===== src/rtl/data_supplier.sv =====
// data_supplier: assembles little-endian bytes into words, buffers them in a FIFO and hands them out on request.
// Optional feature macro: DATA_SUPPLIER_CHECKSUM_EN (per-word XOR checksum byte, bad words dropped and counted).
module data_supplier #(
    parameter int BYTES_PER_WORD = 4,
    parameter int DEPTH = 2
) (
    input  logic                          clock,
    input  logic                          reset,
    input  logic [7:0]                    byte_in,
    input  logic                          byte_valid,
    output logic                          byte_ready,
    input  logic                          out_of_data,
    output logic                          load_en,
    output logic [8*BYTES_PER_WORD-1:0]   data_out,
    output logic [$clog2(DEPTH):0]        word_count
`ifdef DATA_SUPPLIER_CHECKSUM_EN
    ,
    output logic [7:0]                    err_count
`endif
);
    localparam int AW = $clog2(DEPTH);
    localparam int W = 8 * BYTES_PER_WORD;
    localparam int IW = $clog2(BYTES_PER_WORD + 1);
`ifdef DATA_SUPPLIER_CHECKSUM_EN
    localparam int LAST = BYTES_PER_WORD;
`else
    localparam int LAST = BYTES_PER_WORD - 1;
`endif
    typedef enum logic [1:0] {IDLE, LOAD, WAIT_REL} state_t;
    state_t state;
    logic [W-1:0] mem [DEPTH];
    logic [W-1:0] asm_word, word_next;
    logic [IW-1:0] idx;
    logic [AW-1:0] wptr, rptr;
    logic last, accept, push, pop, load_r;
    assign last = idx == IW'(LAST);
    // word_count never exceeds DEPTH = 2**AW, so its MSB alone means full
    assign byte_ready = !word_count[AW] || !last;
    assign accept = byte_valid && byte_ready;
    assign pop = state == LOAD;
    assign load_en = load_r && !reset;
    // merge the incoming byte into its lane of the partially assembled word
    always_comb begin
        word_next = asm_word;
        for (int k = 0; k < BYTES_PER_WORD; k++)
            if (idx == IW'(k)) word_next[8*k +: 8] = byte_in;
    end
`ifdef DATA_SUPPLIER_CHECKSUM_EN
    logic [7:0] chk;
    // running XOR of the assembled data bytes, compared against the trailing checksum byte
    always_comb begin
        chk = 8'h00;
        for (int k = 0; k < BYTES_PER_WORD; k++) chk = chk ^ asm_word[8*k +: 8];
    end
    assign push = accept && last && byte_in == chk;
    // count dropped words, saturating
    always_ff @(posedge clock) begin
        if (reset) err_count <= 8'h00;
        else if (accept && last && byte_in != chk && err_count != 8'hff) err_count <= err_count + 8'h01;
    end
`else
    assign push = accept && last;
`endif
    // byte lane index and assembly register
    always_ff @(posedge clock) begin
        if (reset) begin
            idx <= '0;
            asm_word <= '0;
        end else if (accept) begin
            idx <= last ? '0 : idx + IW'(1);
            asm_word <= word_next;
        end
    end
    // buffer storage, written at the tail on a completed word
    always_ff @(posedge clock) begin
        if (push) mem[wptr] <= word_next;
    end
    // FIFO pointers and occupancy; push and pop in one cycle cancel out
    always_ff @(posedge clock) begin
        if (reset) begin
            wptr <= '0;
            rptr <= '0;
            word_count <= '0;
        end else begin
            if (push) wptr <= wptr + AW'(1);
            if (pop) rptr <= rptr + AW'(1);
            word_count <= word_count + (AW+1)'(push) - (AW+1)'(pop);
        end
    end
    // output handshake FSM: one load per out_of_data request, re-armed when the request drops
    always_ff @(posedge clock) begin
        if (reset) begin
            state <= IDLE;
            load_r <= 1'b0;
            data_out <= '0;
        end else begin
            case (state)
                IDLE: if (out_of_data && word_count != '0) begin
                    state <= LOAD;
                    load_r <= 1'b1;
                    data_out <= mem[rptr];
                end
                LOAD: begin
                    state <= WAIT_REL;
                    load_r <= 1'b0;
                end
                WAIT_REL: if (!out_of_data) state <= IDLE;
                default: state <= IDLE;
            endcase
        end
    end
endmodule


===== config.mk =====
export PLATFORM = sky130hd
export DESIGN_NAME = data_supplier
export DESIGN_NICKNAME = d
export VERILOG_FILES = /design/src/rtl/data_supplier.sv
export SDC_FILE = /design/constraint.sdc
export NUM_CORES = 1
export LEC_CHECK = 0
export ABC_AREA = 1
export BUFFER_PORTS_ARGS = -buffer_cell sky130_fd_sc_hd__buf_2
export CAP_MARGIN = 20
export CORE_ASPECT_RATIO = 1.5
export CORE_MARGIN = 2
export CORE_UTILIZATION = 50
export CTS_BUF_LIST = sky130_fd_sc_hd__clkbuf_8 sky130_fd_sc_hd__clkbuf_16
export DETAILED_ROUTE_END_ITERATION = 16
export PLACE_DENSITY = 0.75
export SYNTH_ARGS = -nofsm -noshare
export SYNTH_HDL_FRONTEND = slang
export SYNTH_SLANG_ARGS = --single-unit

===== constraint.sdc =====
create_clock -name clock -period 6.57 [get_ports clock]
set_clock_uncertainty 0.1 [all_clocks]
set_input_delay 0.3285 -clock clock [delete_from_list [all_inputs] [get_ports clock]]
set_output_delay 0.3285 -clock clock [all_outputs]
set_load 0.02 [all_outputs]

==> results of run 1 <==
-- critical path, cell delays in order, from the launching register on --
cell and delay (ns):
dfxtp_1 0.38, ha_1 0.39, inv_1 0.07, nor2_1 0.16, nand3_1 0.17, ha_1 0.33
inv_1 0.06, ha_1 0.14, xor2_1 0.18, nand2_1 0.07, nand2_1 0.06, nor2_1 0.03
-- through the flow --
step	total power [mW]	instances
after floorplan	1.082	788
after CTS	2.014	990
after global routing	2.073	990
final	2.001	990
after global placement	1.113	958
after detailed placement	1.118	958
-- area by class of cell --
class	count	share of cell area (%)
Sequential cell	138	49.54
Multi-Input combinational cell	493	28.78
Inverter	121	6.612
Clock buffer	19	6.594
Timing Repair Buffer	53	4.080
Tap cell	153	2.787
Clock inverter	13	1.603
-- sequential cells by signal, indices dropped and copies added, names as in the netlist --
name,count
state,2
mem,64
data_out,32
asm_word,32
rptr,1
load_r,1
idx,3
word_count,2
wptr,1
-- layer usage --
metal | global-route usage (%) | wire [µm] | vias up
met3 | 5.109 | 439 | 17
met5 | 0 | 0 | -
li1 | - | - | 2418
met4 | 7.475 | 221 | 0
met1 | 22.50 | 4886 | 1950
met2 | 30.41 | 5479 | 83
-- layout by cell type, fill, tap and decap left out, drive strengths merged --
master	netlist	final
a211oi	1	1
a21oi	3	3
buf	32	53
bufinv	0	2
clkbuf	4	19
clkinv	1	8
clkinvlp	0	1
dfxtp	74	74
edfxtp	64	64
ha	6	6
inv	120	123
nand2	301	301
nand3	36	36
nand4	1	1
nor2	141	141
o21ai	3	3
xor2	1	1
-- logic make-up after synthesis --
| kind of cell | after synthesis |
|---|---|
| AO/OA/AOI/OAI | 7 |
| XOR/XNOR | 1 |
| adder cells (fa/ha/maj) | 6 |
| buffers and inverters | 157 |
| flip-flops | 138 |
| AND/OR/NAND/NOR | 479 |
-- how the worst max path moves through the flow --
stage / end / slack, ns / cells after the start
after floorplan: mem[0][0] / 3.69 / 6
after global placement: word_count[1] / 4.39 / 11
after detailed placement: word_count[1] / 4.31 / 11
after CTS: word_count[1] / 4.30 / 11
after global routing: word_count[1] / 4.06 / 11
final: word_count[1] / 4.32 / 11
-- where the power goes --
group / switching [mW] / internal, mW / leakage (nW)
sequential: 0.0115 / 0.933 / 1.18
clock: 0.333 / 0.567 / 0.289
combinational: 0.109 / 0.0478 / 2.13
total: 0.453 / 1.55 / 3.60
==> run_results.csv, run 1 <==
group,metric,value,unit
synth,synth-seq-cells,138,
synth,synth_area_leaders,"edfxtp_1 (32%), dfxtp_1 (24%), nand2_1 (19%), nor2_1 (8.7%), inv_1 (7.3%)",
synth,synth_xor_area_share,0.1447,%
drt,post_drt_via_cell_ratio,4.513,
sta,max_freq,443.5,MHz
worst_setup_path,criticalPathCategory,"flip-flop to flip-flop",
floorplanning,initial_core_util,50.87,%
finish,num-fill-cells,1087,
power_and_ir_drop,p_leak,3.603,nW
drt,ant_nets,0,
drt,route.detailed.drc,0,
worst_setup_path,crit_path_end_kind,"flip-flop",
clock_network,clk_latency,0.41,ns
floorplanning,die_area,13020,µm²
finish,final_nets,842,
worst_setup_path,required,6.78,ns
sta,period_needed,2.255,ns
global_routing,antenna_found_initial,0,
placement,gp_congestion,0.8128,
worst_setup_path,cp-start-kind,"flip-flop",
sta,worstMarginPinSlew,0.9939,ns
clock_network,root_buffer,"clkbuf_16",
sta,hold_violations,0,
synth,synth-compound-area-share,0.6203,%
hold_path,min_path_type,"input port to flip-flop",
clock_network,cts_hold_buf,0,
sta,fin_tns_setup,0,ns
drt,routedWlPerCell,11.14,µm
sta,rsz0062_at_grt,"no",
outcome,status,"completed",
hold_path,holdPathEnd,"idx[2]",
synth,synth_top_cell_area_share,31.76,%
drt,dr.pass1.iters,6,
sta,max_slew_margin,33.64,%
synth,synth_fp_nets,806,
synth,yosysMostFrequentCell,"nand2_1",
finish,final_util,57.75,%
flow_run,cap_viol_max_count,0,
clock_network,clock-sinks,138,
synth,synth-adder-area-share,1.241,%
synth,synth_enable_flop_cells,64,
clock_network,cts_buffers,17,
finish,n_antenna_cell,0,
sta,timing.hold.ws,0.09722,ns
global_routing,grt_max_degree,67,
finish,multi_input_area,1977,µm²
clock_network,cts_max_path_buffers,2,
worst_setup_path,critical_path_arrival,2.46,ns
sta,final-max-slew-violation-count,0,
finish,syn2layout_area_growth,13.52,%
synth,synth_top_family_by_area,"simple AND/OR/NAND/NOR gates",
synth,ys_seq_area_share,56.24,%
synth,synthArstFlopShare,0,%
global_routing,grt_first_pass_wirelength,18.86,mm
synth,synth_area,6051,µm²
hold_path,hp-start,"byte_valid",
finish,final_area,6869,µm²
drt,vias,4468,
worst_setup_path,critPathMaxFanout,12,
clock_network,cts_tree,"yes",
placement,dp_hpwl,7.061,mm
floorplanning,die_w,93.82,µm
sta,post-route-period-util,34.32,%
worst_setup_path,timing.rr.end,"word_count[1]",
global_routing,grt-ovfl-total,0,
power_and_ir_drop,peakVddDrop,0.1383,mV
synth,syn_inst,788,
global_routing,grt.total_usage,18.39,%
synth,synthMuxAreaShare,0,%
global_routing,first_global_vias,4100,
synth,yosys_most_used_dff,"dfxtp_1",
worst_setup_path,r2r_cells,11,
worst_setup_path,startpoint,"idx[0]",
floorplanning,die_h,138.7,µm
synth,ys_warn_count,0,
floorplanning,ios,48,
placement,numPortBuffers,47,
placement,dpl_cell_area,6306,µm²
hold_path,whs_path_depth,2,
power_and_ir_drop,power_density,291.3,nW/µm²
synth,yosys.area_share.simple,30.62,%
clock_network,post-cts-setup-buffers,0,
drt,drt_iter0_drc,227,
clock_network,ctsResizeCount,0,
floorplanning,core,11890,µm²
floorplanning,row_count,49,
sta,setup_slack,4.315,ns
worst_setup_path,r2r-start,"idx[0]",
finish,drive_above_1_share,10.16,%
finish,seqCellArea,3403,µm²
synth,yosys.area.top_type,"edfxtp_1",
synth,yosys-top-cells-count,"nand2_1 (300), nor2_1 (141), inv_1 (118)",
synth,ys_types,21,
sta,setup_viol,0,
clock_network,clk_pin_slew_worst_paths,0.05,ns
placement,pre_cts_ws,4.309,ns
worst_setup_path,r2r_slack,4.32,ns
clock_network,cts_max_level,4,
synth,syn_avg_cell_area,7.679,µm²
drt,drt-total-wl,11.03,mm
(Power assumes the default switching activity.)
==> run 2: changes to the inputs <==
Settings changed: ABC_AREA 1 to 0, PLACE_DENSITY 0.75 to 0.78.
Clock period 6.57 ns to 1.9 ns, I/O delays scaled along.
==> run 2 against run 1 <==
Via count is 20% lower. Critical path depth is 2 lower. Clock power grew to 3.8 times the previous value. Critical endpoint unchanged. Largest cell class unchanged.
==> run_results.csv, run 2 <==
group,metric,value,unit
synth,ys_types,30,
drt,drt_iter0_drc,195,
global_routing,grt.total_usage,19.95,%
worst_setup_path,worstPathCellList,"ha_4 -> and4bb_2 -> clkinv_4 -> ha_4 -> inv_2 -> ha_4 -> xor2_2 -> and2_1 -> nor3_1",
sta,worstMarginPinSlew,0.5749,ns
global_routing,grt_first_pass_wirelength,18.69,mm
finish,top_register,"mem",
synth,synth_top_cell_area_share,33.77,%
clock_network,clock-sinks,138,
placement,dp_hpwl,7.156,mm
clock_network,cts_max_path_buffers,2,
synth,yosys.area.top_type,"edfxtp_1",
synth,synth_fp_nets,462,
floorplanning,initial_core_util,51.48,%
power_and_ir_drop,p_leak,2.577,nW
worst_setup_path,crit_path_max_incr_delay,0.36,ns
hold_path,hp-start,"reset",
drt,routedWlPerCell,16.88,µm
drt,vias,3564,
worst_setup_path,critPathMaxFanout,2,
clock_network,clk_pin_slew_worst_paths,0.06,ns
clock_network,clk_latency,0.41,ns
sta,hold_violations,0,
finish,num-fill-cells,855,
finish,largest_reg_flops,64,
power_and_ir_drop,peakVddDrop,0.5885,mV
power_and_ir_drop,power_density,1012,nW/µm²
clock_network,cts_tree,"yes",
synth,yosysMostFrequentCell,"dfxtp_1",
power_and_ir_drop,p_total,7.062,mW
drt,ant_nets,0,
finish,layout_commonest_cell,"dfxtp_1",
worst_setup_path,r2r-start,"idx[1]",
worst_setup_path,required,2.14,ns
hold_path,min_path_type,"input port to flip-flop",
synth,syn_avg_cell_area,12.82,µm²
sta,fin_tns_setup,0,ns
clock_network,cts_buffers,17,
floorplanning,core,11060,µm²
finish,final_nets,531,
clock_network,cts_max_level,4,
sta,post-route-period-util,96.38,%
sta,setup_slack,0.06875,ns
worst_setup_path,worst-path-stages,9,
finish,most-common-layout-cells,"dfxtp_1 (71), edfxtp_1 (64), mux2i_1 (56), buf_2 (47), a21oi_1 (44)",
synth,syn_inst,444,
worst_setup_path,critPathBufInv,2,
sta,setup_viol,0,
worst_setup_path,criticalPathCategory,"flip-flop to flip-flop",
sta,rsz0062_at_grt,"yes",
synth,ys_seq_area_share,59.79,%
sta,final-max-slew-violation-count,0,
placement,numPortBuffers,47,
floorplanning,die_h,134.7,µm
sta,max_freq,546.1,MHz
synth,synth_enable_flop_cells,64,
floorplanning,die_w,91.12,µm
worst_setup_path,crit_top_cell,"ha_4",
synth,ys_warn_count,0,
synth,synthArstFlopShare,0,%
drt,drt-total-wl,11.36,mm
worst_setup_path,r2r_slack,0.07,ns
worst_setup_path,cp-start-kind,"flip-flop",
global_routing,antenna_found_initial,0,
sta,max_slew_margin,61.59,%
floorplanning,die_area,12270,µm²
drt,route.detailed.drc,0,
hold_path,whs_path_depth,3,
synth,yosys-top-cells-count,"dfxtp_1 (74), edfxtp_1 (64), mux2i_1 (56)",
finish,largestRegisters,"mem (64), asm_word (32), data_out (32)",
worst_setup_path,timing.rr.end,"word_count[1]",
finish,drive_above_1_share,32.70,%
worst_setup_path,crit_path_end_kind,"flip-flop",
outcome,status,"completed",
placement,pre_cts_ws,-0.009934,ns
floorplanning,ios,48,
synth,synth-seq-cells,138,
floorplanning,row_count,47,
finish,n_antenna_cell,0,
clock_network,root_buffer,"clkbuf_16",
worst_setup_path,critical_path_arrival,2.07,ns
synth,synth_area,5692,µm²
global_routing,grt_max_degree,34,
global_routing,first_global_vias,3501,
finish,syn2layout_area_growth,22.60,%
drt,post_drt_via_cell_ratio,5.296,
placement,gp_congestion,0.7891,
synth,yosys_most_used_dff,"dfxtp_1",
flow_run,cap_viol_max_count,0,
worst_setup_path,r2r_cells,9,
global_routing,grt-ovfl-total,0,
sta,period_needed,1.831,ns
drt,dr.pass1.iters,4,
worst_setup_path,worst_path_max_delay_cell,"dfxtp_4",
synth,synth_area_leaders,"edfxtp_1 (34%), dfxtp_1 (26%), mux2i_1 (9.8%), a211oi_2 (6.6%), mux2_2 (4.7%)",
hold_path,holdPathEnd,"asm_word[23]",
worst_setup_path,cp_top_family,"adder cells",
## run 2: cell types whose count changed in the layout (fill, tap and decap cells not counted), moves of 4 or more
cell,previous run,this run
nand2b_1,0,34
buf_12,0,4
nand2_1,300,41
inv_1,120,3
dlygate4sd3_1,0,10
a21oi_1,3,44
buf_4,6,18
nor2_1,140,5
mux2i_1,0,56
mux2_2,0,24
nand3_1,35,1
nor2b_1,0,7
a211oi_2,0,30
## run 2: cell type report
type                            count  area (µm²)  area share [%]
Multi-Input combinational cell    270        2163           31.00
Tap cell                          147       183.9           2.636
Inverter                            5       23.77          0.3407
Clock inverter                     12       143.9           2.062
Clock buffer                       20       478.0           6.850
Sequential cell                   138        3412           48.90
Timing Repair Buffer               81       573.1           8.212
## run 2: kinds of logic after synthesis
| logic type | Yosys count | synth area share, % |
|---|---|---|
| DFF | 138 | 59.79 |
| and+or+nand+nor | 101 | 9.233 |
| AOI/OAI and AO/OA | 80 | 11.28 |
| muxes | 80 | 14.60 |
| buffers and inverters | 36 | 3.319 |
| adders and majority gates | 6 | 1.319 |
| xor gates and xnor gates | 3 | 0.4617 |
## run 2: routing by layer
| layer | vias up | track usage, % | wire length, µm |
|---|---|---|---|
| li1 | 1729 | - | - |
| met1 | 1743 | 23.92 | 4717 |
| met2 | 80 | 33.87 | 6078 |
| met3 | 12 | 5.134 | 364 |
| met4 | 0 | 8.838 | 201 |
| met5 | - | 0 | 0 |
## run 2: stage by stage
step | hold slack (ns) | instance area (µm²) | instances | util (%)
finish | 0.1409 | 6978 | 673 | 63.12
global route | 0.1607 | 6978 | 673 | 63.12
CTS | 0.1165 | 6960 | 673 | 62.96
detailed placement | 0.2869 | 6203 | 630 | 56.11
global placement | 0.2774 | 6203 | 630 | 56.11
floorplan | 0.09108 | 5724 | 444 | -
## run 2: timing repair
item,in CTS,in global routing
hold buffers,10,0
gates resized for setup,5,4
hold endpoints to repair,31,0
setup buffers,1,0
pin swaps,5,5
endpoints found under the setup margin,1,12
## run 2: worst register-to-register path, cell delays in order, from the launching register on
cell,delay (ns)
dfxtp_4,0.36
ha_4,0.13
and4bb_2,0.27
clkinv_4,0.07
ha_4,0.25
inv_2,0.03
ha_4,0.15
xor2_2,0.14
and2_1,0.15
nor3_1,0.11
## run 2: report_power, final
part	total (mW)	internal, mW	switching (mW)
registers	3.20	3.17	0.0290
logic	0.467	0.199	0.268
clock network	3.39	2.19	1.20
## run 2: how the worst max path moves through the flow
stage                     startpoint            end  slack, ns
after floorplan               idx[0]  word_count[1]      0.006
after global placement        idx[1]  word_count[1]       0.05
after detailed placement      idx[1]  word_count[1]      -0.01
after CTS                     idx[0]  word_count[1]      0.007
after global routing          idx[1]  word_count[1]      -0.01
final                         idx[1]  word_count[1]       0.07
==> run 3: changes to the inputs <==
Settings changed: RECOVER_POWER from default to 25.
==> run 3 against run 2 <==
Routed wire length increased by 0.28%. Register-to-register slack about the same. Cell count stayed put. Sequential power about the same. Critical path depth is the same. Worst hold slack got worse by 0.0013 ns. Critical path type unchanged.
==> run_results.csv, run 3 (synthesis gave the netlist of run 2 again) <==
group,metric,value,unit
outcome,status,"completed",
clock_network,clock-sinks,138,
worst_setup_path,r2r_slack,0.07,ns
finish,most-common-layout-cells,"dfxtp_1 (71), edfxtp_1 (64), mux2i_1 (56), a21oi_1 (44), nand2_1 (41)",
clock_network,cts_max_path_buffers,2,
finish,n_antenna_cell,0,
drt,route.detailed.drc,0,
floorplanning,core,11060,µm²
drt,routedWlPerCell,16.93,µm
placement,dp_hpwl,7.156,mm
power_and_ir_drop,power.switching,1.497,mW
global_routing,antenna_found_initial,0,
worst_setup_path,critPathMaxFanout,2,
flow_run,cap_viol_max_count,0,
drt,drt-total-wl,11.39,mm
power_and_ir_drop,peakVddDrop,0.5880,mV
finish,largestRegisters,"mem (64), asm_word (32), data_out (32)",
hold_path,hp-start,"reset",
floorplanning,row_count,47,
floorplanning,die_w,91.12,µm
hold_path,whs_path_depth,3,
drt,dr.pass1.iters,4,
worst_setup_path,critical_path_arrival,2.07,ns
power_and_ir_drop,p_leak,2.423,nW
drt,ant_nets,0,
worst_setup_path,cp_top_family,"adder cells",
worst_setup_path,timing.rr.end,"word_count[1]",
worst_setup_path,crit_top_cell,"ha_4",
global_routing,grt.total_usage,19.95,%
sta,final-max-slew-violation-count,0,
worst_setup_path,required,2.14,ns
sta,max_slew_margin,55.41,%
clock_network,cts_tree,"yes",
clock_network,cts_buffers,17,
power_and_ir_drop,power_frac_seq,45.4,%
placement,dpl_cell_area,6203,µm²
sta,rsz0062_at_grt,"yes",
drt,vias,3560,
floorplanning,die_area,12270,µm²
hold_path,holdPathEnd,"asm_word[23]",
finish,drive_above_1_share,26.05,%
sta,post-route-period-util,96.37,%
clock_network,root_buffer,"clkbuf_16",
placement,gp_congestion,0.7891,
finish,syn2layout_area_growth,21.79,%
global_routing,first_global_vias,3501,
clock_network,clk_pin_slew_worst_paths,0.06,ns
finish,largest_reg_flops,64,
worst_setup_path,worstPathCellList,"ha_4 -> and4bb_2 -> clkinv_4 -> ha_4 -> inv_2 -> ha_4 -> xor2_2 -> and2_1 -> nor3_1",
worst_setup_path,r2r-start,"idx[1]",
sta,worstMarginPinSlew,0.6688,ns
worst_setup_path,r2r_cells,9,
power_and_ir_drop,pwr-share-comb,6.5,%
global_routing,grt-ovfl-total,0,
placement,numPortBuffers,47,
worst_setup_path,crit_path_max_incr_delay,0.36,ns
power_and_ir_drop,p_total,7.059,mW
worst_setup_path,cp-start-kind,"flip-flop",
global_routing,grt_first_pass_wirelength,18.69,mm
floorplanning,ios,48,
sta,max_freq,546.2,MHz
worst_setup_path,worst_path_max_delay_cell,"dfxtp_4",
sta,hold_violations,0,
finish,layout_commonest_cell,"dfxtp_1",
worst_setup_path,criticalPathCategory,"flip-flop to flip-flop",
power_and_ir_drop,sw_frac_of_total,21.20,%
global_routing,grt_max_degree,34,
hold_path,min_path_type,"input port to flip-flop",
finish,final_area,6932,µm²
sta,timing.hold.ws,0.1395,ns
power_and_ir_drop,clockPowerShare,48.1,%
finish,top_register,"mem",
worst_setup_path,critPathBufInv,2,
clock_network,clk_latency,0.41,ns
finish,num-fill-cells,869,
drt,drt_iter0_drc,226,
sta,setup_viol,0,
floorplanning,die_h,134.7,µm
drt,post_drt_via_cell_ratio,5.290,
floorplanning,initial_core_util,51.48,%
worst_setup_path,crit_path_end_kind,"flip-flop",
power_and_ir_drop,p_int,5.563,mW
sta,period_needed,1.831,ns
clock_network,cts_max_level,4,
power_and_ir_drop,power_density,1018,nW/µm²
finish,final_nets,531,
## run 3: cell count changes in the layout (fill, tap and decap cells not counted), sizes merged
cell,previous run,this run
buf,71,35
clkbuf,20,56
## run 3: worst max path at each step
stage,slack [ns],startpoint,depth (start not counted),endpoint
3_5_place_dp,-0.01,idx[1],9,word_count[1]
3_3_place_gp,0.05,idx[1],9,word_count[1]
5_1_grt,-0.01,idx[1],9,word_count[1]
4_1_cts,0.007,idx[0],9,word_count[1]
6_report,0.07,idx[1],9,word_count[1]
2_1_floorplan,0.006,idx[0],9,word_count[1]
## run 3: power groups by stage
stage / Clock [mW] / Sequential [mW] / Combinational, mW
floorplan: 0 / 3.28 / 0.281
global placement: 0 / 3.26 / 0.425
detailed placement: 0 / 3.27 / 0.439
CTS: 3.44 / 3.20 / 0.465
global route: 3.58 / 3.21 / 0.499
finish: 3.39 / 3.20 / 0.462
## run 3: final cells by class
cell class              count  area (µm²)  area share [%]
flip-flops and latches    138        3412           49.22
well taps                 147       183.9           2.653
clock inverters            12       143.9           2.076
inverters                   5       23.77          0.3430
multi-input cells         270        2163           31.21
repair buffers             81       526.8           7.599
clock buffers              20       478.0           6.895
## run 3: worst register-to-register path, delay by kind of cell, from the launching register on
kind,cells,cell delay [ns]
buf+inv,2,0.10
xor+xnor,1,0.14
fa+ha+maj,3,0.53
simple gates,3,0.53
flops,1,0.36
## run 3: what timing repair did
item | 4_1_cts | 5_1_grt
endpoints found under the hold margin | 31 | 0
resized for setup | 5 | 4
hold buffers | 10 | 0
pin swaps | 5 | 5
setup buffers | 1 | 0
setup endpoints to repair | 1 | 12
## run 3: per-stage QoR
step                utilization, %  setup slack (ns)  std cells  setup TNS (ns)
floorplan                        -          0.005537        444               0
global placement             56.11           0.04779        630               0
detailed placement           56.11         -0.009934        630       -0.009934
CTS                          62.96          0.006552        673               0
global route                 62.70          -0.01106        673        -0.01106
finish                       62.70           0.06903        673               0
## run 3: per-layer routing
layer | global-route usage, % | up-vias | part of all wire [%]
met4 | 8.838 | 0 | 2.1
met2 | 33.87 | 79 | 52
met5 | 0 | - | 0
met1 | 23.92 | 1737 | 42
li1 | - | 1730 | -
met3 | 5.134 | 14 | 3.2
